==> config.mk <==
export PLATFORM = sky130hd
export DESIGN_NAME = sdram_init_refresh_seq
export DESIGN_NICKNAME = d
export VERILOG_FILES = /design/src/rtl/sdram_init_refresh_seq.sv
export SDC_FILE = /design/constraint.sdc
export NUM_CORES = 1
export LEC_CHECK = 0
export ABC_AREA = 1
export ABC_CLOCK_PERIOD_IN_PS = 1700
export CAP_MARGIN = 30
export CORE_MARGIN = 2
export CORE_UTILIZATION = 47
export DETAILED_ROUTE_END_ITERATION = 10
export PLACE_DENSITY = 0.67
export REMOVE_ABC_BUFFERS = 1
export SETUP_SLACK_MARGIN = 0.1
export SLEW_MARGIN = 15
export SYNTH_ARGS = -nofsm -noshare
export SYNTH_HDL_FRONTEND = slang
export SYNTH_SLANG_ARGS = --single-unit
==> constraint.sdc <==
create_clock -name clk -period 1.7 [get_ports clk]
set_input_delay 0.255 -clock clk [delete_from_list [all_inputs] [get_ports clk]]
set_output_delay 0.255 -clock clk [all_outputs]
set_load 0.05 [all_outputs]
==> src/rtl/sdram_init_refresh_seq.sv <==
// SDRAM power-up init sequencer (PRECHARGE ALL, N x AUTO REFRESH, LOAD MODE)
// followed by a periodic refresh request timer with a req/ack pending counter.
module sdram_init_refresh_seq #(
    parameter int          T_POWERUP = 10000,
    parameter int          T_RP      = 2,
    parameter int          T_RC      = 7,
    parameter int          T_MRD     = 2,
    parameter int          N_REF     = 8,
    parameter int          T_REFI    = 780,
    parameter logic [12:0] MODE_WORD = 13'h0030
) (
    input  logic        clk,
    input  logic        rst_n,
    input  logic        ref_ack,
    output logic [3:0]  cmd,
    output logic [12:0] addr,
    output logic [1:0]  ba,
    output logic        cke,
    output logic        init_done,
    output logic        ref_req,
    output logic        ref_overflow
);
    localparam logic [3:0] CMD_INHIBIT = 4'b1111;
    localparam logic [3:0] CMD_NOP     = 4'b0111;
    localparam logic [3:0] CMD_PRE     = 4'b0010;
    localparam logic [3:0] CMD_AREF    = 4'b0001;
    localparam logic [3:0] CMD_LMR     = 4'b0000;

    localparam logic [2:0] S_PWR   = 3'd0;
    localparam logic [2:0] S_PRE   = 3'd1;
    localparam logic [2:0] S_PRE_W = 3'd2;
    localparam logic [2:0] S_REF   = 3'd3;
    localparam logic [2:0] S_REF_W = 3'd4;
    localparam logic [2:0] S_MRS   = 3'd5;
    localparam logic [2:0] S_MRS_W = 3'd6;
    localparam logic [2:0] S_DONE  = 3'd7;

    // Terminal counts: the wait counter restarts at 0 on the cycle each command is on the bus.
    localparam logic [15:0] PWR_M1  = 16'(T_POWERUP - 1);
    localparam logic [15:0] RP_M1   = 16'(T_RP - 1);
    localparam logic [15:0] RC_M1   = 16'(T_RC - 1);
    localparam logic [15:0] MRD_M1  = 16'(T_MRD - 1);
    localparam logic [15:0] REFI_M1 = 16'(T_REFI - 1);
    localparam logic [3:0]  NREF    = 4'(N_REF);

    logic [2:0]  state;
    logic [15:0] cnt;
    logic [3:0]  ref_cnt;
    logic [15:0] tmr;
    logic [2:0]  pending;
    logic [2:0]  pend_nxt;
    logic        expire;
    logic        ovf_set;

    assign expire = (state == S_DONE) && (tmr == REFI_M1);

    // Timer expiry and ack cancel each other; acks are only honoured after init.
    always_comb begin
        pend_nxt = pending;
        ovf_set  = 1'b0;
        if (state == S_DONE) begin
            if (expire && !ref_ack) begin
                if (pending == 3'd7) ovf_set = 1'b1;
                else pend_nxt = pending + 3'd1;
            end else if (!expire && ref_ack && (pending != 3'd0)) begin
                pend_nxt = pending - 3'd1;
            end
        end
    end

    always_ff @(posedge clk) begin
        if (!rst_n) begin
            state        <= S_PWR;
            cnt          <= '0;
            ref_cnt      <= '0;
            tmr          <= '0;
            pending      <= '0;
            cmd          <= CMD_INHIBIT;
            addr         <= '0;
            ba           <= '0;
            cke          <= 1'b0;
            init_done    <= 1'b0;
            ref_req      <= 1'b0;
            ref_overflow <= 1'b0;
        end else begin
            cmd  <= CMD_NOP;
            addr <= '0;
            ba   <= '0;
            cke  <= 1'b1;
            case (state)
                S_PWR: begin
                    if (cnt == PWR_M1) begin
                        state <= S_PRE;
                        cmd   <= CMD_PRE;
                        addr  <= 13'h0400;
                        cnt   <= '0;
                    end else begin
                        cmd <= CMD_INHIBIT;
                        cnt <= cnt + 16'd1;
                    end
                end
                S_PRE, S_PRE_W: begin
                    if (cnt == RP_M1) begin
                        state   <= S_REF;
                        cmd     <= CMD_AREF;
                        ref_cnt <= 4'd1;
                        cnt     <= '0;
                    end else begin
                        state <= S_PRE_W;
                        cnt   <= cnt + 16'd1;
                    end
                end
                S_REF, S_REF_W: begin
                    if (cnt == RC_M1) begin
                        cnt <= '0;
                        if (ref_cnt == NREF) begin
                            state <= S_MRS;
                            cmd   <= CMD_LMR;
                            addr  <= MODE_WORD;
                        end else begin
                            state   <= S_REF;
                            cmd     <= CMD_AREF;
                            ref_cnt <= ref_cnt + 4'd1;
                        end
                    end else begin
                        state <= S_REF_W;
                        cnt   <= cnt + 16'd1;
                    end
                end
                S_MRS, S_MRS_W: begin
                    if (cnt == MRD_M1) begin
                        state     <= S_DONE;
                        init_done <= 1'b1;
                        cnt       <= '0;
                    end else begin
                        state <= S_MRS_W;
                        cnt   <= cnt + 16'd1;
                    end
                end
                S_DONE: begin
                    // Free-running interval: restarts only on expiry to keep the average rate.
                    tmr <= expire ? 16'd0 : tmr + 16'd1;
                end
                default: state <= S_PWR;
            endcase
            pending <= pend_nxt;
            ref_req <= (pend_nxt != 3'd0);
            if (ovf_set) ref_overflow <= 1'b1;
        end
    end
endmodule

==> results.md <==
* Total grt overflow at 0
* Initial antenna violation count at 0
* RD Place Congestion at 0.8683
* Setup crit start kind: flop
* Unrepaired setup endpoints after global routing: true
* Worst Hold Launch: tmr[15]
* Max Cap Viol at 0
* Switching power at 0.001090 W
* Leading area contributor after synthesis: dfxtp_1
* CTS sink count at 52
* Required time of the critical path at 1900 ps
* Die W at 82.20 µm
* CP startpoint: cnt[3]
* Synth top area share at 36.22%
* Fin crit period at 1686 ps
* Post-synthesis sequential area ratio at 36.22%
* Setup crit end kind: flop
* Distinct cells, synth at 44
* Clock transition at the registers of the reported paths at 90 ps
* R2R depth at 8
* Critical path peak fanout at 3
* Vias in the first global route at 2258
* Final setup fails at 0
* DRC viols at 0
* RR Startpoint: cnt[3]
* Detailed Place HPWL at 4210 µm
* Via density per instance at 5.047
* Avg Inst Size Synth at 7.276 µm²
* Final period util at 99.16%
* First-pass GRT wire length at 9715 µm
* Clock Tree Root: clkbuf_8
* Worst R2R Setup Slack at 10 ps
* Antenna Cells at 0
* Cells after synthesis at 395
* Syn Std Cell Area at 2874 µm²
* Leak pwr at 1.449 nW
* Routed vias at 2589
* Worst-skew pair later-pin latency at 310 ps
* Pint at 0.002011 W
* Commonest cells in the netlist: nand2_1, dfxtp_1, inv_1
* Hold Path Class: flop to flop
* Flop pwr share at 44.6%
* Sw Share at 35.15%
* Worst hold slack at 479.6 ps
* Area Overhead vs Synth at 25.56%
* EDFF count, synth at 0
* Multi-input gate area at 1789 µm²
* Clk pwr share at 24.6%
* Synth area leaders: dfxtp_1, nand2_1, nand3_1
* Synth Warn # at 0
* Largest net degree at the start of global routing at 19
* Starting density of the core at 48.54%
* WP data arrival at 1880 ps
* First DRT Iteration DRCs at 104
* All-layer global routing usage at 18.45%
* Die height at 82.20 µm
* Core region area at 5921 µm²
* CP Capture Point: cnt[14]
* Power per cell area at 859.4 nW/µm²
* Skew final at 7.781 ps
* Fin. max-slew vios at 0
* Combinational share of power at 30.9%
* PortBufs at 13
* Critical path start-end classification: flop to flop
* Die ar. at 6756 µm²
* # fillers at 535
* CTS max path bufs at 2
* Setup TNS at 0 ps
* Storage element area at 1065 µm²
* Most common cell in the netlist: nand2_1
* Hold_buf cts at 0
* Nets at 450
* H-tree lvl count at 2
* Post-synth top flop: dfxtp_1
* # rows at 28
* Outcome: completed
* Post-route ant nets at 0
* Max VDD drop at 468.1 µV
* Drt first pass iters at 5
* Max Clk Rate at 0.5932 GHz
* Ys async rst share at 0%
* Share of post-route cells with drive strength above 1 at 27.85%
* CTS tree: done
* Drt wl/cell at 12.40 µm
* Yosys reg bits at 52
* Worst r2r dst: cnt[14]
* Final hold violation count at 0
* Ports at 26
* TritonCTS buffer count at 5
* Final wirelength at 6360 µm
area by class of cell:
class | instances | share of cell area [%]
repair buffers | 42 | 9.397
clock buffers | 7 | 2.670
flip-flops and latches | 52 | 29.51
well taps | 75 | 2.601
inverters | 57 | 6.241
multi-input cells | 280 | 49.58
state kept, by name, summed over array words and instances, names as in the netlist, 2 cells and up:
register  flops
pending       3
cnt          16
state         3
addr          2
tmr          16
cmd           4
ref_cnt       4
power by group through the flow:
stage,registers [W],clock network (W),logic (W)
finish,0.00138,0.000762,0.000957
global route,0.00139,0.000825,0.00106
CTS,0.00136,0.000776,0.000695
detailed placement,0.00138,0,0.000705
global placement,0.00138,0,0.000701
floorplan,0.00147,0,0.000444
logic make-up (layout without fill, tap and decap cells):
kind of cell | Yosys count | count (layout) | share of synthesized area (%)
compound gates | 40 | 40 | 8.316
xor+xnor | 13 | 13 | 3.962
fa+ha+maj | 9 | 9 | 3.918
buf+inv | 74 | 106 | 11.84
flops | 52 | 52 | 36.22
other cells | 1 | 12 | 0.1305
simple gates | 206 | 206 | 35.61
metal layers:
metal	share of wire, %	wire [µm]	global-route usage [%]
met4	1.3	82	5.333
met2	50	3170	31.69
met3	4.0	252	3.696
met5	0	0	0
met1	45	2854	23.30
worst min path at each step:
stage / cells after the start / to / slack, ps
4_1_cts: 2 / tmr[15] / 480
5_1_grt: 2 / tmr[15] / 510
3_3_place_gp: 2 / ref_overflow / 440
2_1_floorplan: 0 / cke / 280
3_5_place_dp: 2 / ref_overflow / 460
6_report: 2 / tmr[15] / 480
metrics by stage:
step | util (%) | power (W) | cells | worst slack (ps) | area, µm²
after detailed placement | 52.66 | 0.002089 | 492 | 23.33 | 3118
after floorplan | - | 0.001913 | 389 | 182.6 | 2794
after global routing | 60.95 | 0.003274 | 513 | -129.6 | 3608
after global placement | 52.66 | 0.002082 | 492 | 33.55 | 3118
final | 60.95 | 0.003101 | 513 | 14.34 | 3608
after CTS | 55.30 | 0.002830 | 502 | 74.13 | 3274
repair_timing:
action / in CTS / in global routing
setup endpoints to repair: 24 / 35
setup buffers: 3 / 11
cloned: 0 / 0
pin swaps: 2 / 29
resized for setup: 17 / 67
cells in the final DEF (no fill, tap or decap), types with 8 or more instances in the layout:
master / synthesis / layout
a21oi_1: 17 / 13
buf_4: 13 / 31
conb_1: 1 / 12
dfxtp_1: 52 / 41
inv_1: 52 / 48
nand2_1: 66 / 61
nand2_2: 7 / 9
nand3_1: 40 / 33
nand4_1: 11 / 11
nor2_1: 51 / 41
nor2_2: 6 / 8
nor2_4: 2 / 10
o21ai_0: 8 / 8
xor2_1: 12 / 12
worst max-delay path, cell delays in order, from the launching register on:
cell,delay [ps]
dfxtp_1,440
inv_1,150
nor3_4,220
nand3_1,110
nor2_2,150
nand2_2,80
nor3_2,190
xor2_1,180
nor2_1,60
Power figures use the tool's default switching activity.
